==> src/rtl/sprite_blitter_pkg.sv <==
// sprite_blitter_pkg: shared types and constants for the sprite draw engine.
//   - sprite-table entry layout {base[24:0], width[9:0], height[9:0]} and
//     the bit positions of each field inside the packed 45-bit word
//   - FSM state encoding
//   - sprite-ID validity check
//   - default screen dimensions
package sprite_blitter_pkg;

  localparam int SCREEN_W_DEF = 640;
  localparam int SCREEN_H_DEF = 480;

  localparam int ENTRY_W    = 45;
  localparam int BASE_MSB   = 44;
  localparam int BASE_LSB   = 20;
  localparam int WIDTH_MSB  = 19;
  localparam int WIDTH_LSB  = 10;
  localparam int HEIGHT_MSB = 9;
  localparam int HEIGHT_LSB = 0;

  typedef struct packed {
    logic [24:0] base;
    logic [9:0]  width;
    logic [9:0]  height;
  } sprite_entry_t;

  typedef enum logic [2:0] {
    S_IDLE,
    S_LOOKUP,
    S_LATCH,
    S_READ,
    S_WRITE,
    S_DONE
  } state_t;

  // IDs 0..13 are populated except 2, which is reserved.
  function automatic logic id_valid(input logic [5:0] id);
    return (id != 6'd2) && (id <= 6'd13);
  endfunction

endpackage

==> src/rtl/sprite_blitter_counter.sv <==
// blit_counter: walks a sprite row-major.
//   clk, rst      : clock, synchronous active-high reset (clears counters)
//   load, base    : restart the walk at pixel (0,0), address base
//   step          : advance one pixel (col wraps at width-1, row increments)
//   width, height : sprite dimensions, stable for the whole walk
//   row, col, addr: current pixel position and its pixel-memory address
//   last          : current pixel is the final one (row==height-1, col==width-1)
module blit_counter (
  input  logic        clk,
  input  logic        rst,
  input  logic        load,
  input  logic        step,
  input  logic [24:0] base,
  input  logic [9:0]  width,
  input  logic [9:0]  height,
  output logic [9:0]  row,
  output logic [9:0]  col,
  output logic [24:0] addr,
  output logic        last
);

  logic col_end;

  assign col_end = (col == width - 10'd1);
  assign last    = col_end && (row == height - 10'd1);

  always_ff @(posedge clk) begin
    if (rst) begin
      row  <= '0;
      col  <= '0;
      addr <= '0;
    end else if (load) begin
      row  <= '0;
      col  <= '0;
      addr <= base;
    end else if (step) begin
      addr <= addr + 25'd1;
      if (col_end) begin
        col <= '0;
        row <= row + 10'd1;
      end else begin
        col <= col + 10'd1;
      end
    end
  end

endmodule

==> src/rtl/sprite_blitter.sv <==
// sprite_blitter: draws one sprite per request into the frame buffer.
//   Clk, Reset          : clock, synchronous active-high reset
//   start, sprite_id,
//   pos_x, pos_y        : draw request (sampled only while idle)
//   busy, done, err     : status; done pulses once, err flags an invalid ID
//   tbl_id, tbl_entry   : sprite-table lookup (entry valid one cycle later)
//   mem_rd_*            : pixel-memory read port (data valid with ack)
//   fb_wr_*             : frame-buffer write port
// Pixels off the right/bottom screen edge are skipped without a read;
// pixels equal to TRANSPARENT are read but never written.
module sprite_blitter
  import sprite_blitter_pkg::*;
#(
  parameter int               SCREEN_W    = SCREEN_W_DEF,
  parameter int               SCREEN_H    = SCREEN_H_DEF,
  parameter int               PIX_W       = 16,
  parameter logic [PIX_W-1:0] TRANSPARENT = 16'h0000
) (
  input  logic             Clk,
  input  logic             Reset,
  input  logic             start,
  input  logic [5:0]       sprite_id,
  input  logic [9:0]       pos_x,
  input  logic [9:0]       pos_y,
  output logic             busy,
  output logic             done,
  output logic             err,
  output logic [5:0]       tbl_id,
  input  logic [44:0]      tbl_entry,
  output logic             mem_rd_req,
  output logic [24:0]      mem_rd_addr,
  input  logic             mem_rd_ack,
  input  logic [PIX_W-1:0] mem_rd_data,
  output logic             fb_wr_req,
  output logic [9:0]       fb_wr_x,
  output logic [9:0]       fb_wr_y,
  output logic [PIX_W-1:0] fb_wr_data,
  input  logic             fb_wr_ack
);

  localparam logic [10:0] SW = 11'(SCREEN_W);
  localparam logic [10:0] SH = 11'(SCREEN_H);

  state_t           state, state_nxt;
  logic [5:0]       id_q;
  logic             err_q;
  logic [9:0]       px_q, py_q;
  logic [9:0]       width_q, height_q;
  logic [PIX_W-1:0] pix_q;

  logic [24:0] entry_base;
  logic [9:0]  entry_width, entry_height;
  logic        entry_bad;

  logic        load, step, last;
  logic [9:0]  row, col;
  logic [24:0] addr;
  logic [10:0] sx, sy;
  logic        clipped;
  logic        opaque_ack;

  assign entry_base   = tbl_entry[BASE_MSB:BASE_LSB];
  assign entry_width  = tbl_entry[WIDTH_MSB:WIDTH_LSB];
  assign entry_height = tbl_entry[HEIGHT_MSB:HEIGHT_LSB];
  assign entry_bad    = !id_valid(id_q) || (entry_width == '0) || (entry_height == '0);

  // 11-bit sums so a sprite hanging past x=1023 / y=1023 still clips.
  assign sx      = {1'b0, px_q} + {1'b0, col};
  assign sy      = {1'b0, py_q} + {1'b0, row};
  assign clipped = (sx >= SW) || (sy >= SH);

  assign opaque_ack = (state == S_READ) && !clipped && mem_rd_ack &&
                      (mem_rd_data != TRANSPARENT);

  assign tbl_id = id_q;

  blit_counter u_cnt (
    .clk    (Clk),
    .rst    (Reset),
    .load   (load),
    .step   (step),
    .base   (entry_base),
    .width  (width_q),
    .height (height_q),
    .row    (row),
    .col    (col),
    .addr   (addr),
    .last   (last)
  );

  // Control state: FSM register, latched ID and error flag.
  always_ff @(posedge Clk) begin
    if (Reset) begin
      state <= S_IDLE;
      id_q  <= '0;
      err_q <= 1'b0;
    end else begin
      state <= state_nxt;
      if (state == S_IDLE && start) begin
        id_q  <= sprite_id;
        err_q <= 1'b0;
      end
      if (state == S_LATCH) begin
        err_q <= !id_valid(id_q);
      end
    end
  end

  // Datapath registers: only meaningful while the FSM is in the matching
  // state, and every output they feed is gated by state.
  always_ff @(posedge Clk) begin
    if (state == S_IDLE && start) begin
      px_q <= pos_x;
      py_q <= pos_y;
    end
    if (state == S_LATCH) begin
      width_q  <= entry_width;
      height_q <= entry_height;
    end
    if (opaque_ack) begin
      pix_q <= mem_rd_data;
    end
  end

  always_comb begin
    state_nxt   = state;
    load        = 1'b0;
    step        = 1'b0;
    busy        = (state != S_IDLE);
    done        = 1'b0;
    err         = 1'b0;
    mem_rd_req  = 1'b0;
    mem_rd_addr = '0;
    fb_wr_req   = 1'b0;
    fb_wr_x     = '0;
    fb_wr_y     = '0;
    fb_wr_data  = '0;
    case (state)
      S_IDLE: begin
        if (start) state_nxt = S_LOOKUP;
      end
      S_LOOKUP: begin
        state_nxt = S_LATCH;
      end
      S_LATCH: begin
        load      = 1'b1;
        state_nxt = entry_bad ? S_DONE : S_READ;
      end
      S_READ: begin
        if (clipped) begin
          step = 1'b1;
        end else begin
          mem_rd_req  = 1'b1;
          mem_rd_addr = addr;
          if (mem_rd_ack) begin
            if (mem_rd_data == TRANSPARENT) step = 1'b1;
            else                            state_nxt = S_WRITE;
          end
        end
        if (step) state_nxt = last ? S_DONE : S_READ;
      end
      S_WRITE: begin
        fb_wr_req  = 1'b1;
        fb_wr_x    = sx[9:0];
        fb_wr_y    = sy[9:0];
        fb_wr_data = pix_q;
        if (fb_wr_ack) begin
          step      = 1'b1;
          state_nxt = last ? S_DONE : S_READ;
        end
      end
      S_DONE: begin
        done      = 1'b1;
        err       = err_q;
        state_nxt = S_IDLE;
      end
      default: state_nxt = S_IDLE;
    endcase
  end

endmodule

==> config.mk <==
export PLATFORM = sky130hd
export DESIGN_NAME = sprite_blitter
export DESIGN_NICKNAME = d
export VERILOG_FILES = /design/src/rtl/sprite_blitter_pkg.sv /design/src/rtl/sprite_blitter_counter.sv /design/src/rtl/sprite_blitter.sv
export SDC_FILE = /design/constraint.sdc
export NUM_CORES = 1
export LEC_CHECK = 0
export CORE_UTILIZATION = 45
export CTS_CLUSTER_SIZE = 20
export DETAILED_ROUTE_END_ITERATION = 10
export PLACE_DENSITY = 0.79
export REMOVE_ABC_BUFFERS = 1
export SKIP_CTS_REPAIR_TIMING = 1
export SYNTH_ARGS = -nofsm -noshare
export SYNTH_HDL_FRONTEND = slang
export SYNTH_SLANG_ARGS = --single-unit
==> constraint.sdc <==
create_clock -name Clk -period 3.3 [get_ports Clk]
set_input_delay 0.495 -clock Clk [delete_from_list [all_inputs] [get_ports Clk]]
set_output_delay 0.495 -clock Clk [all_outputs]
set_load 0.01 [all_outputs]
After elaboration in Yosys (flattened, before gate mapping)
Index checks and enable logic that the tools add are counted.

Register bits: 111. Input bits: 92. Output and inout bits: 72. Word-level logic and storage cells: 87.

Add/sub/neg operators: 7. $lt $le $gt $ge: 3. Equality and inequality tests: 13. Muxes and demuxes: 31. Reductions and logical operators: 22.

Operators by type and width (count): $mux W25 (4); $mux W10 (3); $add A25 B1 Y25 const B (1); $mux W3 (8); $add A10 B10 Y11 (2); $add A10 B1 Y10 const B (2); $eq A10 B10 Y1 (2); $logic_not A10 Y1 (2); $sub A10 B1 Y10 const B (2); $logic_not A16 Y1 (1); $mux W16 (1); $reduce_bool A16 Y1 (1); $pmux W3 S5 (1); $mux W1 (13); $ge A11 B10 Y1 const B (1); $ge A11 B9 Y1 const B (1); $ne A3 B2 Y1 const B (3); $eq A3 B2 Y1 const B (2); $eq A3 B3 Y1 const B (2); $le A6 B4 Y1 const B (1); $logic_and A1 B1 Y1 (6); $ne A6 B2 Y1 const B (1); $reduce_and A5 Y1 (1); $ne A2 B2 Y1 const B (2); other kinds (9) (13).

Depth between registers and ports, before layout
Gate-level depths: netlist of run 1.

Word-level depth: 8. Mapped depth: 13. Depth with buffers taken out: 12.

Modules after synthesis
From an unflattened synthesis of run 1, not the netlist that was laid out.

Cell total of the unflattened synthesis: 699. Area total of the unflattened synthesis: 6486.2 µm².

By module, submodules not included: sprite_blitter (times used 1, cells each 327, area each 3560.9 µm², seq. area each 1881.8 µm²); blit_counter (times used 1, cells each 372, area each 2925.3 µm², seq. area each 900.9 µm²).

Least setup slack after synthesis of run 1
OpenSTA, ideal clock, no wires.

Kind: register to register. Start: reg u_cnt.col[0]. End: reg pix_q[0], enable pin. Library setup time: 0.374 ns. Data arrival time: 2.906 ns. Required time: 2.926 ns. Path slack: 0.021 ns. Cell stages (with the launch flop): 12. Buffers on the path: 0. Clock period less this slack: 3.279 ns. Cells stage by stage: dfxtp_1 ha_1 inv_1 fa_1 and2b_1 o2111ai_1 nand3_1 nand3_1 a22oi_1 nor2_1 nor4_4 and3_1.

Longest elaborated chain between the ends: 7.

Ends and longest elaborated chain: start: declaration (RTL line sprite_blitter_counter.sv:17) `output logic [9:0] col,`; start signal: assignment (RTL line sprite_blitter_counter.sv:42) `col <= col + 10'd1;`; $add A10 B10 Y11 (RTL line sprite_blitter.sv:68) `assign sx = {1'b0, px_q} + {1'b0, col};`; $ge A11 B10 Y1 (RTL line sprite_blitter.sv:70) `assign clipped = (sx >= SW) || (sy >= SH);`; $logic_or A1 B1 Y1 (RTL line sprite_blitter.sv:70); $logic_not A1 Y1 (RTL line sprite_blitter.sv:72) `assign opaque_ack = (state == S_READ) && !clipped && mem_rd_ack &&`; $logic_and A1 B1 Y1 (3 in series) (RTL line sprite_blitter.sv:72); net opaque_ack (RTL line sprite_blitter.sv:60) `logic opaque_ack;`; end signal: assignment (RTL line sprite_blitter.sv:121) `pix_q <= mem_rd_data;`; end: declaration (RTL line sprite_blitter.sv:49) `logic [PIX_W-1:0] pix_q;`.

The timed path passes the listed nets, and every way through them passes these cells. A chain may end at the register's enable or synchronous reset.

Worst setup path after layout of run 1
Start: reg px_q[0]. End: out mem_rd_addr[16].

Longest elaborated chain between the ends: 5.

Ends and longest elaborated chain: start: declaration (RTL line sprite_blitter.sv:47) `logic [9:0] px_q, py_q;`; start signal: assignment (RTL line sprite_blitter.sv:113) `px_q <= pos_x;`; $add A10 B10 Y11 (RTL line sprite_blitter.sv:68); $ge A11 B10 Y1 (RTL line sprite_blitter.sv:70); $logic_or A1 B1 Y1 (RTL line sprite_blitter.sv:70); $mux W25 (RTL line sprite_blitter.sv:150) `if (clipped) begin`; $mux W25 (RTL line sprite_blitter.sv:138) `case (state)`; end: declaration (RTL line sprite_blitter.sv:31) `output logic [24:0] mem_rd_addr,`.

Every way passes these cells.

==> results of run 1 <==
==> cell usage after synthesis (4+ instances only) <==
cell / instances
nor2_1: 72
nand2_1: 64
edfxtp_1: 56
dfxtp_1: 55
xnor2_1: 44
a21oi_1: 38
and3_1: 31
and2_1: 30
ha_1: 25
nand3_1: 25
inv_1: 23
a211oi_1: 19
clkbuf_1: 19
nor3_1: 18
o21ai_0: 15
nand4_1: 14
nor2b_1: 13
xor2_1: 13
nand2b_1: 12
nor4b_1: 12
mux2i_1: 11
nor4_1: 11
a21o_1: 10
or3_1: 8
a31oi_1: 6
a2bb2oi_1: 5
buf_2: 5
nor4_4: 5
a311oi_1: 4
and4_1: 4
nor3b_1: 4
o2111ai_1: 4
o21a_1: 4
o22ai_1: 4
==> state kept, by name, summed over array words and instances, names as in the netlist <==
| name | cells |
|---|---|
| u_cnt.row | 10 |
| pix_q | 16 |
| width_q | 10 |
| err_q | 1 |
| u_cnt.col | 10 |
| u_cnt.addr | 25 |
| tbl_id | 6 |
| px_q | 10 |
| py_q | 10 |
| state | 3 |
| height_q | 10 |
==> where the power goes <==
group	internal (uW)	leakage [uW]	switching (uW)
clock network	615	0.000151	538
logic	393	0.00275	455
registers	1570	0.000963	105
total	2570	0.00387	1100
==> metal layers <==
metal | GRT usage | up-vias | share of wire
met4 | 0.0689 | 0 | 0.024
met5 | 0 | - | 0
met1 | 0.303 | 3053 | 0.41
met3 | 0.0722 | 36 | 0.073
met2 | 0.412 | 233 | 0.49
li1 | - | 3140 | -
==> logic make-up after synthesis <==
| family | count (synthesis) | synth area share |
|---|---|---|
| mux | 12 | 0.0179 |
| fa+ha+maj | 27 | 0.0520 |
| compound gates | 134 | 0.138 |
| buf+inv | 52 | 0.0313 |
| simple gates | 338 | 0.278 |
| flops | 111 | 0.410 |
| xor+xnor | 57 | 0.0735 |
==> cells in the final DEF, fill, tap and decap left out, types with 4 or more instances in the layout <==
cell             Yosys  routed
a211oi_1            19      18
a21o_1              10      10
a21oi_1             38      37
a2bb2oi_1            5       5
a31oi_1              6       6
and2_1              30       7
and2_4               0      23
and3_1              31      30
and4_1               4       4
buf_4                1      66
buf_6                1      26
clkbuf_16            0      12
clkdlybuf4s50_1      0     133
dfxtp_1             55      55
dlymetal6s2s_1       0       4
edfxtp_1            56      56
ha_1                25      22
inv_1               23      22
mux2i_1             11      11
nand2_1             64      64
nand2b_1            12      11
nand3_1             25      22
nand4_1             14      14
nor2_1              72      71
nor2b_1             13      13
nor3_1              18      17
nor4_1              11      11
nor4_4               5       5
nor4b_1             12       5
nor4b_2              0       4
o21a_1               4       4
o21ai_0             15      15
o22ai_1              4       4
or3_1                8       8
xnor2_1             44      44
xor2_1              13      13
==> area by class of cell <==
class,count,area (um2)
Clock buffer,10,239
Sequential cell,111,2780
Tap cell,184,230
Multi-Input combinational cell,570,4090
Timing Repair Buffer,239,2340
Fill cell,1158,4810
Inverter,25,93.8
Clock inverter,6,65.1
==> worst max path at each step <==
stage | startpoint | endpoint | slack [ns] | cells past startpoint
final | px_q[0] | mem_rd_addr[16] | -0.56 | 15
after global routing | px_q[0] | mem_rd_addr[16] | -0.71 | 15
after CTS | px_q[0] | mem_rd_addr[24] | -0.76 | 13
after detailed placement | px_q[0] | mem_rd_addr[24] | -0.34 | 12
after global placement | px_q[0] | mem_rd_addr[23] | -0.23 | 12
after floorplan | u_cnt.col[0] | pix_q[0] | -0.35 | 11
==> through the flow <==
step	cell area [um2]	total power (uW)	hold slack [ns]	std cells	setup WS, ns
after floorplan	6670	2090	0.447	704	-0.353
after global placement	9040	2460	0.466	1115	-0.234
after detailed placement	9040	2480	0.473	1115	-0.344
after CTS	9340	3620	0.488	1131	-0.759
after global routing	9840	3820	0.513	1145	-0.708
final	9840	3670	0.484	1145	-0.555
==> critical path, delay by kind of cell (launching register included) <==
family          cells  cell delay [ns]
buf+inv             5             0.61
simple gates        5             0.98
flops               1             0.39
fa+ha+maj           2             0.39
compound gates      3             0.63
==> metrics, run 1 <==
status=finished, violations left; failing checks=design-rule violations, negative setup slack; max_cap viols=0; crit path cell chain=ha_2 -> inv_2 -> fa_2 -> and2b_2 -> o2111ai_4 -> nand3_2 -> a21o_1 -> a22oi_2 -> nor2_2 -> nor4_4 -> buf_4 -> clkbuf_16 -> buf_8 -> and2_4 -> buf_6; CTS tree=built; Yosys reg bits=111; Rows=44; clock latency on the worst-skew pair=0.37 ns; gpl congestion=0.898; PortBufs=163; TritonCTS Buffers=9; final slew viol count=0; area leader, netlist=edfxtp_1; die area=15,600 um2; Die Ht=125 um; WP data arrival=3.36 ns; first-pass GRT wire length=30.4 mm; min-delay src=tbl_id[0]; Synth area leaders=edfxtp_1 (25%), dfxtp_1 (16%), xnor2_1 (5.7%); cell count after synthesis=731; crit path max fanout=7; period utilization=1.17; total track usage=0.244; worst setup margin=-0.555 ns; DR pass1 iterations=8; Seq/Total Area, Yosys=0.410; Slew HR=0.169; initial antenna violation count=0; Util after Layout=0.672; setup TNS=-14.64 ns; Final min period=3.86 ns; Crit. End Element=output pin; Leak=0.00387 uW; Final nets=1,075; Final Skew=0.0163 ns; antenna-violating nets left=0; Min-Delay Endpoint=tbl_id[0]; worst slew pin tran=1.25 ns; Layout area overhead=44.9%; RSZ-0062 raised after global routing=yes; number of synthesized flops with an enable pin=56; final setup fails=42; Worst R2R Start=px_q[0]; critical path data required time=2.80 ns; WL per Instance=18.2 um; vias per cell=5.64; I/O pin cnt=164; CTS H-Tree Depth=3; r2r worst-path depth=16; Hold Violations, Final=0; ys async rst share=0; final WL=20.8 mm; synthesized area=6790 um2; Die Width=125 um; depth of the worst hold-timing path=2; initial drt markers=394; fmax=259 MHz; R2R Path End=pix_q[14]; CP max stage cell=edfxtp_1; Avg Cell Area, Syn=9.29 um2; PwrDens=373 nW/um2; Synthesis Warnings=0; main flop type after synthesis=edfxtp_1; largest net degree at the start of global routing=43; min-delay worst type=flip-flop to flip-flop; Clock Path Buffers=2; clock transition at the registers of the reported paths=0.08 ns; # diodes=0; share of cells above drive strength 1=0.203; R2R setup slack=-0.19 ns; core area=14,600 um2; HPWL Detailed=13.9 mm; Root Driver=clkbuf_16; Synth cell types=74; vias in the first global route=6,203; Yosys top cell area share=0.248; slowest stage delay, CP=0.39 ns; Via Count=6,462; GR Overflow Total=0; CP Launch Type=flip-flop; Initial Utilization=0.464; clk sinks=111; CP Class=flip-flop to output pin; drt drc=10; Worst VDD drop=0.263 mV
Note: power is estimated with default switching activity, not from simulation.
==> run 2, diff against run 1 <==
--- a/config.mk
+++ b/config.mk
@@ -8,7 +8,8 @@
 export CORE_UTILIZATION = 45
 export CTS_CLUSTER_SIZE = 20
 export DETAILED_ROUTE_END_ITERATION = 10
-export PLACE_DENSITY = 0.79
+export DONT_BUFFER_PORTS = 1
+export PLACE_DENSITY = 0.64
 export REMOVE_ABC_BUFFERS = 1
 export SKIP_CTS_REPAIR_TIMING = 1
 export SYNTH_ARGS = -nofsm -noshare
==> metrics, run 2 (synthesis gave the netlist of run 1 again) <==
initial drt markers=322; dpl cell area=7150 um2; Worst VDD drop=0.266 mV; Via Count=5,652; status=finished, violations left; Die Width=125 um; HPWL Detailed=13.2 mm; core area=14,600 um2; vias in the first global route=5,353; die area=15,600 um2; Worst R2R Start=px_q[0]; CTS H-Tree Depth=3; critical path data required time=2.80 ns; Inst Count DP=918; CP Launch Type=flip-flop; clock share of power=0.330; clock transition at the registers of the reported paths=0.08 ns; sequential share of power=0.488; Clock Path Buffers=2; worst hold margin=0.190 ns; Non-Filler Instances=938; Leak=0.00282 uW; failing checks=design-rule violations, negative setup slack; Pint=2410 uW; crit path max fanout=27; first-pass GRT wire length=27.5 mm; worst setup margin=-0.221 ns; DP Worst Slack=-0.0157 ns; final design instance area without fill=7620 um2; WP data arrival=3.03 ns; PortBufs=0; CP Class=flip-flop to output pin; gpl congestion=0.936; CTS tree=built; total power=3430 uW; Final nets=867; Die Ht=125 um; sw frac=0.297; clock latency on the worst-skew pair=0.36 ns; I/O pin cnt=164; final WL=18.0 mm; Final Skew=0.0135 ns; fmax=284 MHz; clk sinks=111; Layout area overhead=12.2%; commonest non-fill, non-tap cell in the layout=nor2_1; register with the most flip-flops=u_cnt.addr; GR Overflow Total=0; final setup fails=26; Largest register FFs=25; vias per cell=6.03; Worst Setup SP=px_q[0]; final slew viol count=0; WL per Instance=19.2 um; Largest regs=u_cnt.addr x25, pix_q x16; antenna-violating nets left=0; Hold Violations, Final=0; min-delay worst type=input port to flip-flop; Gate power share=0.182; TritonCTS Buffers=9; min-delay src=Reset; Psw=1020 uW; most frequent cells in the layout=nor2_1 (72), nand2_1 (62), edfxtp_1 (56); DR pass1 iterations=11; drt drc=20; Initial Utilization=0.464; initial antenna violation count=1; Rows=44; largest net degree at the start of global routing=47; Root Driver=clkbuf_16; max_cap viols=0; Final min period=3.52 ns; Slew HR=0.508; total track usage=0.224; PwrDens=450 nW/um2; Crit. End Element=output pin; RSZ-0062 raised after global routing=yes; period utilization=1.07; worst slew pin tran=0.734 ns; share of cells above drive strength 1=0.127
==> run 2: cell types whose count changed in the layout (fill, tap and decap cells not counted), sizes merged, moves of 2 or more <==
cell,previous run,this run
buf,99,32
clkbuf,13,9
clkdlybuf4s50,133,0
clkinv,2,4
dlymetal6s2s,4,0
==> run 2: per-stage QoR <==
stage | TNS [ns] | util
6_report | -5.34 | 0.520
5_1_grt | -9.05 | 0.520
4_1_cts | -11.40 | 0.509
3_5_place_dp | -0.135 | 0.488
3_3_place_gp | -1.29 | 0.488
2_1_floorplan | -9.45 | -
==> run 2: area by class of cell <==
cell class                 count  area, um2
clock inverter                 7       81.3
sequential                   111       2780
timing repair buffer          32        269
multi-input combinational    569       3930
tap                          184        230
clock buffer                   9        225
fill                        1346       7030
antenna                        1       2.50
inverter                      25       93.8
==> run 2: per-layer routing <==
| layer | track usage | wire length [um] | vias up | part of all wire |
|---|---|---|---|---|
| met5 | 0 | 0 | - | 0 |
| met4 | 0.0732 | 324 | 0 | 0.018 |
| met3 | 0.0709 | 1480 | 23 | 0.082 |
| met2 | 0.374 | 8850 | 167 | 0.49 |
| met1 | 0.274 | 7380 | 2743 | 0.41 |
| li1 | - | - | 2719 | - |
==> run 2: power by group through the flow <==
stage | clock network, uW | logic [uW] | registers, uW
global placement | 0 | 574 | 1700
detailed placement | 0 | 595 | 1700
floorplan | 0 | 423 | 1670
CTS | 1160 | 596 | 1670
global route | 1210 | 687 | 1690
finish | 1130 | 625 | 1670
==> run 2: worst max-delay path, cell delays in order, from the launching register on <==
cell and delay [ns]:
edfxtp_1 0.38, ha_2 0.22, inv_2 0.06, fa_2 0.18, and2b_2 0.24, o31a_1 0.27, o311ai_2 0.26, and4bb_1 0.28
nand2_2 0.08, nor4_4 0.30, buf_12 0.19, and2_1 0.20
==> run 2: worst paths after layout <==
kind                      to  slack, ns  cells after the start
max          mem_rd_addr[15]      -0.22                     11
min           u_cnt.addr[12]       0.19                      1
max reg2reg   u_cnt.addr[15]       0.14                     12
min reg2reg   u_cnt.addr[14]       0.50                      1
